--- src/rtl/wb_commit_pkg.sv ---
// Shared definitions for the writeback/commit stage: trap cause codes,
// trap FSM state encodings and the cause priority encoder.
package wb_commit_pkg;

    localparam int CAUSE_WIDTH = 4;

    typedef enum logic [1:0] {
        IDLE     = 2'd0,
        SAVE     = 2'd1,
        REDIRECT = 2'd2,
        MRET     = 2'd3
    } wb_state_e;

    localparam logic [CAUSE_WIDTH-1:0] CAUSE_MISALIGN = 4'd0;
    localparam logic [CAUSE_WIDTH-1:0] CAUSE_BUS_ERR  = 4'd1;
    localparam logic [CAUSE_WIDTH-1:0] CAUSE_ILEGL    = 4'd2;
    localparam logic [CAUSE_WIDTH-1:0] CAUSE_EBREAK   = 4'd3;
    localparam logic [CAUSE_WIDTH-1:0] CAUSE_ECALL    = 4'd11;

    // Fetch-side faults outrank decode-side ones; ecall is the fallback.
    function automatic logic [CAUSE_WIDTH-1:0] encode_cause(
        input logic misalign,
        input logic bus_err,
        input logic ilegl,
        input logic ebreak
    );
        if (misalign)     return CAUSE_MISALIGN;
        else if (bus_err) return CAUSE_BUS_ERR;
        else if (ilegl)   return CAUSE_ILEGL;
        else if (ebreak)  return CAUSE_EBREAK;
        else              return CAUSE_ECALL;
    endfunction

endpackage

--- src/rtl/wb_trap_fsm.sv ---
// Trap/mret sequencer: latches PC and cause on an exception, then drives
// the mepc/mcause writes, flush and fetch redirect. o_state is the live state.
module wb_trap_fsm
    import wb_commit_pkg::*;
#(
    parameter int PC_WIDTH = 32,
    parameter int XLEN     = 32
) (
    input  logic                clk,
    input  logic                rst,
    input  logic                i_no_pend,
    input  logic                i_misalign,
    input  logic                i_bus_err,
    input  logic                i_ilegl,
    input  logic                i_ecall,
    input  logic                i_ebreak,
    input  logic                i_mret,
    input  logic [PC_WIDTH-1:0] i_pc,
    input  logic [XLEN-1:0]     i_mtvec,
    input  logic [XLEN-1:0]     i_mepc,
    output logic                o_excp,
    output logic [1:0]          o_state,
    output logic                o_mepc_wen,
    output logic [XLEN-1:0]     o_mepc_wdata,
    output logic                o_mcause_wen,
    output logic [XLEN-1:0]     o_mcause_wdata,
    output logic                o_flush,
    output logic                o_redirect_en,
    output logic [PC_WIDTH-1:0] o_redirect_pc,
    output logic                o_retire
);

    wb_state_e              r_state;
    wb_state_e              w_next;
    logic [PC_WIDTH-1:0]    r_pc;
    logic [CAUSE_WIDTH-1:0] r_cause;
    logic                   w_take;

    assign o_excp  = i_misalign | i_bus_err | i_ilegl | i_ecall | i_ebreak;
    assign w_take  = (r_state == IDLE) && i_no_pend;
    assign o_state = r_state;

    always_ff @(posedge clk) begin
        if (rst) begin
            r_state <= IDLE;
            r_pc    <= '0;
            r_cause <= '0;
        end else begin
            r_state <= w_next;
            if (w_take && o_excp) begin
                r_pc    <= i_pc;
                r_cause <= encode_cause(i_misalign, i_bus_err, i_ilegl, i_ebreak);
            end
        end
    end

    always_comb begin
        w_next = r_state;
        case (r_state)
            IDLE: begin
                if (w_take && o_excp)        w_next = SAVE;
                else if (w_take && i_mret)   w_next = MRET;
            end
            SAVE:     w_next = REDIRECT;
            REDIRECT: w_next = IDLE;
            MRET:     w_next = IDLE;
            default:  w_next = IDLE;
        endcase
    end

    always_comb begin
        o_mepc_wen     = 1'b0;
        o_mepc_wdata   = '0;
        o_mcause_wen   = 1'b0;
        o_mcause_wdata = '0;
        o_flush        = 1'b0;
        o_redirect_en  = 1'b0;
        o_redirect_pc  = '0;
        o_retire       = 1'b0;
        if (!rst) begin
            case (r_state)
                SAVE: begin
                    o_mepc_wen     = 1'b1;
                    o_mepc_wdata   = XLEN'(r_pc);
                    o_mcause_wen   = 1'b1;
                    o_mcause_wdata = XLEN'(r_cause);
                    o_flush        = 1'b1;
                    // ecall/ebreak complete by trapping, so they retire here.
                    o_retire       = (r_cause == CAUSE_ECALL) || (r_cause == CAUSE_EBREAK);
                end
                REDIRECT: begin
                    o_redirect_en = 1'b1;
                    o_redirect_pc = PC_WIDTH'(i_mtvec & ~XLEN'(3));
                    o_flush       = 1'b1;
                end
                MRET: begin
                    o_redirect_en = 1'b1;
                    o_redirect_pc = PC_WIDTH'(i_mepc);
                    o_flush       = 1'b1;
                end
                default: ;
            endcase
        end
    end

endmodule

--- src/rtl/wb_commit.sv ---
// Writeback/commit stage: arbitrates the single regfile write port with a
// 1-entry pending buffer and retires instructions. Optional instret counter
// is enabled by defining WB_RETIRE_CNT_EN.
module wb_commit
    import wb_commit_pkg::*;
#(
    parameter int PC_WIDTH      = 32,
    parameter int XLEN          = 32,
    parameter int REG_IDX_WIDTH = 5
) (
    input  logic                     clk,
    input  logic                     rst,
    input  logic [PC_WIDTH-1:0]      wb_pc_i,
    input  logic [REG_IDX_WIDTH-1:0] wb_ex_rd_idx_i,
    input  logic                     wb_ex_rd_en_i,
    input  logic [XLEN-1:0]          wb_ex_rd_wdata_i,
    input  logic [REG_IDX_WIDTH-1:0] wb_mem_rd_idx_i,
    input  logic                     wb_mem_rd_en_i,
    input  logic [XLEN-1:0]          wb_mem_rd_wdata_i,
    input  logic                     wb_if_excp_misalign_i,
    input  logic                     wb_if_excp_bus_err_i,
    input  logic                     wb_id_excp_ilegl_instr_i,
    input  logic                     wb_id_excp_ecall_i,
    input  logic                     wb_id_excp_ebreak_i,
    input  logic                     wb_id_excp_mret_i,
    input  logic [XLEN-1:0]          csr_mtvec_i,
    input  logic [XLEN-1:0]          csr_mepc_i,
    output logic                     rf_wen_o,
    output logic [REG_IDX_WIDTH-1:0] rf_widx_o,
    output logic [XLEN-1:0]          rf_wdata_o,
    output logic                     csr_mepc_wen_o,
    output logic [XLEN-1:0]          csr_mepc_wdata_o,
    output logic                     csr_mcause_wen_o,
    output logic [XLEN-1:0]          csr_mcause_wdata_o,
    output logic                     wb_stall_o,
    output logic                     flush_o,
    output logic                     redirect_en_o,
    output logic [PC_WIDTH-1:0]      redirect_pc_o,
    output logic                     retire_o,
    output logic [63:0]              minstret_o
);

    logic                     r_pend_vld;
    logic [REG_IDX_WIDTH-1:0] r_pend_idx;
    logic [XLEN-1:0]          r_pend_data;
    logic                     w_ex_en;
    logic                     w_mem_en;
    logic                     w_excp;
    logic [1:0]               w_state;
    logic                     w_capture;
    logic                     w_trap_retire;

    assign w_ex_en  = wb_ex_rd_en_i  && (wb_ex_rd_idx_i  != '0);
    assign w_mem_en = wb_mem_rd_en_i && (wb_mem_rd_idx_i != '0);

    wb_trap_fsm #(.PC_WIDTH(PC_WIDTH), .XLEN(XLEN)) u_trap_fsm (
        .clk            (clk),
        .rst            (rst),
        .i_no_pend      (!r_pend_vld),
        .i_misalign     (wb_if_excp_misalign_i),
        .i_bus_err      (wb_if_excp_bus_err_i),
        .i_ilegl        (wb_id_excp_ilegl_instr_i),
        .i_ecall        (wb_id_excp_ecall_i),
        .i_ebreak       (wb_id_excp_ebreak_i),
        .i_mret         (wb_id_excp_mret_i),
        .i_pc           (wb_pc_i),
        .i_mtvec        (csr_mtvec_i),
        .i_mepc         (csr_mepc_i),
        .o_excp         (w_excp),
        .o_state        (w_state),
        .o_mepc_wen     (csr_mepc_wen_o),
        .o_mepc_wdata   (csr_mepc_wdata_o),
        .o_mcause_wen   (csr_mcause_wen_o),
        .o_mcause_wdata (csr_mcause_wdata_o),
        .o_flush        (flush_o),
        .o_redirect_en  (redirect_en_o),
        .o_redirect_pc  (redirect_pc_o),
        .o_retire       (w_trap_retire)
    );

    assign wb_stall_o = r_pend_vld && !rst;

    always_comb begin
        rf_wen_o   = 1'b0;
        rf_widx_o  = '0;
        rf_wdata_o = '0;
        retire_o   = 1'b0;
        w_capture  = 1'b0;
        if (!rst) begin
            if (r_pend_vld) begin
                rf_wen_o   = 1'b1;
                rf_widx_o  = r_pend_idx;
                rf_wdata_o = r_pend_data;
                retire_o   = 1'b1;
            end else if ((w_state == IDLE) && !w_excp) begin
                if (w_ex_en && w_mem_en && (wb_ex_rd_idx_i != wb_mem_rd_idx_i)) begin
                    // Two targets: EX now, load next cycle; retire on the second.
                    rf_wen_o   = 1'b1;
                    rf_widx_o  = wb_ex_rd_idx_i;
                    rf_wdata_o = wb_ex_rd_wdata_i;
                    w_capture  = 1'b1;
                end else if (w_mem_en) begin
                    rf_wen_o   = 1'b1;
                    rf_widx_o  = wb_mem_rd_idx_i;
                    rf_wdata_o = wb_mem_rd_wdata_i;
                    retire_o   = 1'b1;
                end else if (w_ex_en) begin
                    rf_wen_o   = 1'b1;
                    rf_widx_o  = wb_ex_rd_idx_i;
                    rf_wdata_o = wb_ex_rd_wdata_i;
                    retire_o   = 1'b1;
                end else begin
                    retire_o   = 1'b1;
                end
            end
            if (w_trap_retire) retire_o = 1'b1;
        end
    end

    always_ff @(posedge clk) begin
        if (rst) begin
            r_pend_vld  <= 1'b0;
            r_pend_idx  <= '0;
            r_pend_data <= '0;
        end else if (r_pend_vld) begin
            r_pend_vld  <= 1'b0;
        end else if (w_capture) begin
            r_pend_vld  <= 1'b1;
            r_pend_idx  <= wb_mem_rd_idx_i;
            r_pend_data <= wb_mem_rd_wdata_i;
        end
    end

`ifdef WB_RETIRE_CNT_EN
    logic [63:0] r_minstret;

    always_ff @(posedge clk) begin
        if (rst)           r_minstret <= '0;
        else if (retire_o) r_minstret <= r_minstret + 64'd1;
    end

    assign minstret_o = r_minstret;
`else
    assign minstret_o = 64'd0;
`endif

endmodule

--- config.mk ---
export PLATFORM = sky130hd
export DESIGN_NAME = wb_commit
export DESIGN_NICKNAME = d
export VERILOG_FILES = /design/src/rtl/wb_commit_pkg.sv /design/src/rtl/wb_trap_fsm.sv /design/src/rtl/wb_commit.sv
export SDC_FILE = /design/constraint.sdc
export NUM_CORES = 1
export LEC_CHECK = 0
export ABC_AREA = 1
export CAP_MARGIN = 20
export CELL_PAD_IN_SITES_DETAIL_PLACEMENT = 1
export CELL_PAD_IN_SITES_GLOBAL_PLACEMENT = 2
export CORE_ASPECT_RATIO = 0.8
export CORE_MARGIN = 5
export CORE_UTILIZATION = 18
export DETAILED_ROUTE_END_ITERATION = 8
export GPL_ROUTABILITY_DRIVEN = 0
export PLACE_DENSITY_LB_ADDON = 0.08
export SLEW_MARGIN = 30
export SYNTH_ARGS = -nofsm -noshare
export SYNTH_HDL_FRONTEND = slang
export SYNTH_SLANG_ARGS = --single-unit
--- constraint.sdc ---
create_clock -name clk -period 5.2 [get_ports clk]
set_clock_uncertainty 0.1 [all_clocks]
set_input_delay 1.04 -clock clk [delete_from_list [all_inputs] [get_ports clk]]
set_output_delay 1.04 -clock clk [all_outputs]
set_load 0.005 [all_outputs]
* Word level (Yosys, flattened, before mapping)
Index checks and enable logic that the tools add are counted.
Storage, ports and cells: bits in registers 76, output and inout bits 204, logic and storage cells 87
Cells by class: equality and inequality tests 7, mux-type cells 49, bitwise logic cells 5, reductions and logical operators 20
Operator list (count):
- $mux 32 | 10
- $pmux 32 s2 | 1
- $mux 5 | 6
- $mux 1 | 24
- $mux 4 | 5
- $reduce_bool 5->1 | 2
- $logic_and 1x1->1 | 9
- $pmux 2 s3 | 1
- $ne 5x5->1 | 1
- $eq 2x2->1 const B | 2
- $eq 4x2->1 const B | 1
- $eq 4x4->1 const B | 1
- $mux 2 | 2
- $or 1x1->1 | 4
- $reduce_or 2->1 | 2
- $logic_not 1->1 | 3
- $ne 3x1->1 const B | 1
- $reduce_or 3->1 | 1
- $eq 2x1->1 const B | 1
- $logic_not 2->1 | 1
- $reduce_and 2->1 | 1
- $logic_or 1x1->1 | 1
- $not 1->1 | 1

* Longest topological paths before layout
Gate-level depths: netlist of run 1.
word-level depth 10, depth in mapped cells 11

* Hierarchy
From an unflattened synthesis of run 1, not the netlist that was laid out.
Unflattened totals: cells, all modules 1150, area, all modules 6567.5 µm²
Modules (own cells, without submodules):
- wb_commit | instances 1, cells each 716, area each 3888.7 µm², sequential area each 760.7 µm²
- wb_trap_fsm | instances 1, cells each 434, area each 2678.8 µm², sequential area each 740.7 µm²

* Worst setup path before layout of run 1
No wires, ideal clock.
path type input to output, from input wb_if_excp_bus_err_i, to output rf_wdata_o[10], arrival time 2073 ps, required time 4060 ps, setup slack 1987 ps, cell stages on the path 7, path buffers 2, cell sequence nor2_1 > nand3b_1 > nor3_2 > buf_2 > buf_2 > nand4_1 > nand3_1
On the way: longest elaborated chain between the ends 9
RTL lines:
- start, declared | line wb_commit.sv:21 | input logic wb_if_excp_bus_err_i,
- $or 1x1->1 (4 in series) | line wb_trap_fsm.sv:39 | assign o_excp = i_misalign | i_bus_err | i_ilegl | i_ecall | i_ebreak;
- $logic_not 1->1 | line wb_commit.sv:95 | end else if ((w_state == IDLE) && !w_excp) begin
- $logic_and 1x1->1 | line wb_commit.sv:95
- $mux 32 | line wb_commit.sv:95
- $mux 32 | line wb_commit.sv:90 | if (r_pend_vld) begin
- $mux 32 | line wb_commit.sv:89 | if (!rst) begin
- end, declared | line wb_commit.sv:30 | output logic [XLEN-1:0] rf_wdata_o,
Every way passes these cells.

* Worst setup path in the final report of run 1
from input rst, to output rf_wdata_o[29]
On the way: longest elaborated chain between the ends 1
RTL lines:
- start, declared | line wb_commit.sv:12 | input logic rst,
- $mux 32 | line wb_commit.sv:89
Every way passes these cells.

==> impl_metrics.csv, run 1 <==
group,metric,value,unit
run_status,outcome,"finished clean",
detailed_routing,antenna_left,0,
global_route,grt_max_degree,75,
critical_path,cp_max_fo,37,
floorplan,core_area,33700,um^2
cts,cts_resized,0,
global_route,antenna_found_initial,2,
critical_path,crit_start,"rst",
timing,setup_ws,0.537,ns
run,drv_cap,0,
critical_path,rr_endpoint,"r_pend_data[31]$_SDFFE_PP0P_",
yosys,async_flop_share,0,%
cts,cts_buffers,9,
timing,hold_violations,0,
yosys,yosysMostFrequentCell,"nand2_1",
timing,rsz0062_at_grt,"false",
global_route,grt_pass1_wl,44500,um
detailed_routing,drt_iter0_drc,304,
critical_path,crit_required,4.06,ns
timing,drv_slew,0,
yosys,synth.avg_cell_area,5.74,um^2
yosys,synthDistinctLibCells,24,
detailed_routing,wirelength,29400,um
floorplan,die_height,175,um
floorplan,ioPinCount,384,
global_route,overflow,0,
global_route,track_usage,14.7,%
timing,max_freq,0.214,GHz
yosys,synth_top_area_cell,"dfxtp_1",
critical_path,cp.depth,10,
timing,layout_min_cycle_time,4.66,ns
detailed_routing,via_per_inst,4.14,
cts,cts_tree,"built",
critical_path,worstRegToRegCells,10,
timing,worst_slew_pin_slew,0.841,ns
cts,h-tree-depth,3,
place,post_dp_cell_area,9060,um^2
cts,cts_setup_buffers,0,
pwr,max-vdd-ir-drop,0.148,mV
critical_path,criticalPathCategory,"in2out",
critical_path,r2r-start,"u_trap_fsm.o_state[0]$_SDFFE_PP0P_",
cts,clock_latency,0.34,ns
final_layout,drive_gt1_share,4.11,%
yosys,synth_common_cells,"208 x nand2_1, 166 x nor2_1, 135 x nand3_1",
timing,maxSlewHeadroom,43.9,%
timing,setup_violations,0,
pwr,power.density,218,nW/um^2
critical_path,setup.worst_path.end,"rf_wdata_o[29]",
place,pre_cts_ws,0.499,ns
yosys,synthCells,1073,
detailed_routing,wl_per_cell,16.8,um
detailed_routing,drc,0,
min_path,hold_class,"reg2reg",
floorplan,start_util,18.3,%
cts,root_buffer,"clkbuf_16",
detailed_routing,first_pass_iters,4,
critical_path,arrival,3.52,ns
cts,hold_buffers,0,
pwr,leakagePower,0.00412,uW
final_layout,final_util,27.7,%
yosys,syn-cell-area,6160,um^2
critical_path,path_cells,"clkdlybuf4s50_1 -> inv_2 -> nand2_1 -> inv_1 -> buf_4 -> o21ai_0 -> nor2_1 -> nand2_1 -> nand3_1 -> clkdlybuf4s50_1",
final_layout,final_nets,1489,
final_layout,area_growth_syn_to_layout,51.9,%
place,hpwl,20700,um
cts,clock_sinks,75,
yosys,yosys_warnings,0,
critical_path,max_stage_delay,0.61,ns
cts,cts.clk_slew.worst_paths,0.07,ns
yosys,ys_seq_elements,75,
floorplan,dieArea,38000,um^2
global_route,grt_pass1_vias,7349,
final_layout,finish.instance_area,9350,um^2
critical_path,critPathLaunchType,"input port",
yosys,synth_area_leaders,"dfxtp_1 24%, nand2_1 13%, buf_4 12%",
yosys,synth_seq_area_share,24.4,%
critical_path,path_buf_inv,5,
timing,fin_crit_sh,89.7,%
pwr,p_total,2040,uW
yosys,synth_flop_cell,"dfxtp_1",
critical_path,worstSetupEndpointType,"primary output",
final_layout,seq_area,1500,um^2
final_layout,n_fill_cell,4223,
final_layout,multi_input_area,3490,um^2
yosys,synth_top_area_share,24.4,%
yosys,synth_edf_count,0,
floorplan,die_w,217,um
floorplan,num_rows,60,
timing,setup_tns,0,ns
place,port_buffers,288,
detailed_routing,via_count,7245,
cts,clk_path_buf_depth,2,
critical_path,r2r_slack,2.25,ns
critical_path,cp_top_family,"buffers and inverters",
critical_path,slowest_stage,"clkdlybuf4s50_1",
## final cells by class
cell class                 instances  area share (%)
multi-input combinational        789            37.3
timing repair buffer             308            32.7
sequential                        75            16.1
tap                              434            5.81
inverter                         126            5.06
clock buffer                       9            2.41
clock inverter                     7           0.629
antenna                            2          0.0535
## worst min path at each step
stage	slack, ns	start	cells past startpoint	endpoint
after global placement	0.34	u_trap_fsm.r_pc[6]$_SDFFE_PP0P_	2	u_trap_fsm.r_pc[6]$_SDFFE_PP0P_
after CTS	0.36	u_trap_fsm.r_pc[8]$_SDFFE_PP0P_	2	u_trap_fsm.r_pc[8]$_SDFFE_PP0P_
after floorplan	0.33	u_trap_fsm.r_pc[10]$_SDFFE_PP0P_	2	u_trap_fsm.r_pc[10]$_SDFFE_PP0P_
after global routing	0.38	u_trap_fsm.r_pc[4]$_SDFFE_PP0P_	2	u_trap_fsm.r_pc[4]$_SDFFE_PP0P_
after detailed placement	0.35	u_trap_fsm.r_pc[1]$_SDFFE_PP0P_	2	u_trap_fsm.r_pc[1]$_SDFFE_PP0P_
final	0.36	u_trap_fsm.r_pc[20]$_SDFFE_PP0P_	2	u_trap_fsm.r_pc[20]$_SDFFE_PP0P_
## worst reg2reg max path, delay by kind of cell (launching register included)
family	cells	cell delay, ns
DFF	1	0.30
and+or+nand+nor	6	1.09
buffers and inverters	4	1.42
## layout by cell type (no fill, tap or decap), drive strengths merged
| cell | netlist | layout |
|---|---|---|
| nand4 | 38 | 38 |
| clkbuf | 38 | 9 |
| dfxtp | 75 | 75 |
| a211oi | 2 | 2 |
| buf | 137 | 21 |
| xnor2 | 1 | 1 |
| nor2 | 167 | 167 |
| diode | 0 | 2 |
| o21ai | 69 | 69 |
| clkinv | 0 | 4 |
| nand3b | 1 | 1 |
| nand2 | 210 | 210 |
| conb | 1 | 93 |
| inv | 126 | 129 |
| a21oi | 69 | 69 |
| clkdlybuf4s50 | 0 | 287 |
| nor3 | 2 | 2 |
| nand3 | 137 | 137 |
## sequential cells by signal, summed over array words and instances (netlist names)
name and flops:
u_trap_fsm.r_cause 3, u_trap_fsm.o_state 2, r_pend_data 32, r_pend_idx 5, r_pend_vld 1, u_trap_fsm.r_pc 32
## routing by layer
layer / global-route usage (%) / wire [um]
met1: 19.8 / 14000
met2: 24.2 / 13600
met3: 3.34 / 1490
met4: 3.10 / 393
met5: 0 / 0
## logic make-up (layout without fill, tap and decap cells)
family	Yosys count	count (layout)	synth area share (%)
buf+inv	301	450	25.2
flops	75	75	24.4
xor+xnor	1	1	0.142
compound gates	140	140	11.5
simple gates	555	555	38.7
other cells	1	95	0.0609
## stage by stage
| step | hold WS (ns) | std cells |
|---|---|---|
| 2_1_floorplan | 0.330 | 1165 |
| 3_3_place_gp | 0.342 | 1732 |
| 3_5_place_dp | 0.351 | 1732 |
| 4_1_cts | 0.364 | 1748 |
| 5_1_grt | 0.379 | 1750 |
| 6_report | 0.357 | 1750 |
## report_power, final
part | switching, uW | total (uW) | leakage [uW] | internal [uW]
clock | 293 | 625 | 0.000144 | 332
combinational | 432 | 744 | 0.00336 | 312
sequential | 18.3 | 668 | 0.000614 | 650
No activity file was read; power rests on OpenSTA's default activity.
==> run 2: changes to the inputs <==
Settings changed: CAP_MARGIN 20 to 30.
==> results of run 2 <==
Final layout, timing and power as in run 1 (identical DEF).
==> run 3: changes to the inputs <==
Clock period 5.2 ns to 6 ns, I/O delays scaled along.
==> run 3 against run 2 <==
  * Non-clock buffer count decreased by 3
  * Die area unchanged
  * First-iteration DRC count is 6.6% higher
  * Critical endpoint is now rf_widx_o[3]
  * Global-route usage rose by 0.24 points
  * Critical path type unchanged
  * Sequential share of layout area is essentially flat
==> impl_metrics.csv, run 3 (synthesized netlist as in run 1, its figures left out) <==
group,metric,value,unit
timing,setup_violations,0,
critical_path,path_buf_inv,4,
cts,cts_resized,0,
detailed_routing,antenna_left,0,
cts,cts_buffers,9,
place,port_buffers,288,
detailed_routing,drc,0,
timing,max_freq,0.198,GHz
cts,hold_buffers,0,
detailed_routing,first_pass_iters,4,
final_layout,final_nets,1486,
run,drv_cap,0,
detailed_routing,drt_iter0_drc,324,
detailed_routing,wirelength,29700,um
timing,rsz0062_at_grt,"false",
critical_path,worstSetupEndpointType,"primary output",
critical_path,r2r_slack,2.76,ns
final_layout,area_growth_syn_to_layout,52.0,%
detailed_routing,via_per_inst,4.15,
pwr,power.density,193,nW/um^2
timing,layout_min_cycle_time,5.04,ns
floorplan,num_rows,60,
run_status,outcome,"finished clean",
timing,setup_tns,0,ns
critical_path,setup.worst_path.end,"rf_widx_o[3]",
cts,cts_setup_buffers,0,
critical_path,rr_endpoint,"r_pend_data[3]$_SDFFE_PP0P_",
critical_path,max_stage_delay,0.63,ns
place,hpwl,20300,um
pwr,max-vdd-ir-drop,0.130,mV
pwr,leakagePower,0.00411,uW
critical_path,r2r-start,"u_trap_fsm.o_state[0]$_SDFFE_PP0P_",
timing,fin_crit_sh,84.1,%
cts,clock_sinks,75,
min_path,hold_class,"reg2reg",
global_route,grt_max_degree,76,
timing,worst_slew_pin_slew,0.861,ns
final_layout,finish.instance_area,9360,um^2
place,pre_cts_ws,0.850,ns
critical_path,cp.depth,10,
cts,clock_latency,0.35,ns
floorplan,ioPinCount,384,
floorplan,start_util,18.3,%
final_layout,instances_no_fill,1748,
timing,hold_violations,0,
detailed_routing,wl_per_cell,17.0,um
critical_path,crit_start,"wb_mem_rd_idx_i[0]",
critical_path,path_cells,"clkdlybuf4s50_1 -> nor2_1 -> nand3_1 -> nand2_2 -> buf_4 -> inv_1 -> a21oi_1 -> nand2_1 -> nand3_1 -> clkdlybuf4s50_1",
floorplan,die_height,175,um
global_route,overflow,0,
floorplan,dieArea,38000,um^2
final_layout,drive_gt1_share,3.89,%
global_route,antenna_found_initial,3,
cts,h-tree-depth,3,
critical_path,criticalPathCategory,"in2out",
global_route,track_usage,14.9,%
critical_path,slowest_stage,"buf_4",
global_route,grt_pass1_wl,44800,um
final_layout,layout_commonest_cell,"clkdlybuf4s50_1",
critical_path,cp_top_family,"buffers and inverters",
critical_path,arrival,3.74,ns
cts,root_buffer,"clkbuf_16",
global_route,grt_pass1_vias,7455,
critical_path,crit_required,4.70,ns
critical_path,critPathLaunchType,"input port",
critical_path,cp_max_fo,74,
floorplan,die_w,217,um
place,dp.cells,1728,
critical_path,worstRegToRegCells,10,
timing,setup_ws,0.956,ns
cts,cts.clk_slew.worst_paths,0.07,ns
detailed_routing,via_count,7259,
floorplan,core_area,33700,um^2
timing,drv_slew,0,
timing,maxSlewHeadroom,42.6,%
final_layout,mostFrequentLayoutCells,"287 x clkdlybuf4s50_1, 206 x nand2_1, 165 x nor2_1",
final_layout,top_regs,"r_pend_data: 32 flops, u_trap_fsm.r_pc: 32 flops, r_pend_idx: 5 flops",
cts,clk_path_buf_depth,2,
cts,cts_tree,"built",
pwr,p_total,1810,uW
place,post_dp_cell_area,9020,um^2
-- run 3: worst min-delay path by stage --
| stage | from | end | slack (ns) | cells after the start |
|---|---|---|---|---|
| 5_1_grt | u_trap_fsm.r_pc[25]$_SDFFE_PP0P_ | u_trap_fsm.r_pc[25]$_SDFFE_PP0P_ | 0.38 | 2 |
| 4_1_cts | u_trap_fsm.r_pc[22]$_SDFFE_PP0P_ | u_trap_fsm.r_pc[22]$_SDFFE_PP0P_ | 0.36 | 2 |
| 2_1_floorplan | u_trap_fsm.r_pc[10]$_SDFFE_PP0P_ | u_trap_fsm.r_pc[10]$_SDFFE_PP0P_ | 0.33 | 2 |
| 6_report | u_trap_fsm.r_pc[20]$_SDFFE_PP0P_ | u_trap_fsm.r_pc[20]$_SDFFE_PP0P_ | 0.36 | 2 |
| 3_3_place_gp | u_trap_fsm.r_pc[20]$_SDFFE_PP0P_ | u_trap_fsm.r_pc[20]$_SDFFE_PP0P_ | 0.34 | 2 |
| 3_5_place_dp | u_trap_fsm.r_pc[14]$_SDFFE_PP0P_ | u_trap_fsm.r_pc[14]$_SDFFE_PP0P_ | 0.35 | 2 |
-- run 3: per-layer routing --
metal,part of all wire [%],global-route usage [%],vias up,wire (um)
met5,0,0,-,0
met3,4.6,3.33,10,1380
met1,47,19.5,3414,13800
met2,48,25.3,170,14200
met4,0.95,3.26,0,281
li1,-,-,3665,-
-- run 3: final cells by class --
cell class,count,area (um^2)
Antenna cell,3,7.51
Clock buffer,9,225
Clock inverter,7,85.1
Fill cell,4260,24400
Inverter,126,473
Multi-Input combinational cell,789,3490
Sequential cell,75,1500
Tap cell,434,543
Timing Repair Buffer,305,3030
-- run 3: stage by stage --
stage / hold WS, ns / util, %
6_report: 0.355 / 27.8
5_1_grt: 0.384 / 27.8
4_1_cts: 0.360 / 27.7
3_5_place_dp: 0.349 / 26.8
3_3_place_gp: 0.345 / 26.8
2_1_floorplan: 0.330 / -
-- run 3: worst reg2reg max path, cell delays in order (launching register included) --
cell,delay (ns)
dfxtp_1,0.30
buf_4,0.24
inv_2,0.50
nand2_2,0.20
nor3_4,0.23
buf_4,0.53
nand3_4,0.45
buf_12,0.33
nand2_1,0.14
nand2_1,0.05
nor2_1,0.11
-- run 3: report_power, final --
part | leakage (uW) | switching [uW] | internal [uW]
Clock | 0.000150 | 257 | 330
Combinational | 0.00335 | 374 | 268
Sequential | 0.000614 | 16.1 | 563
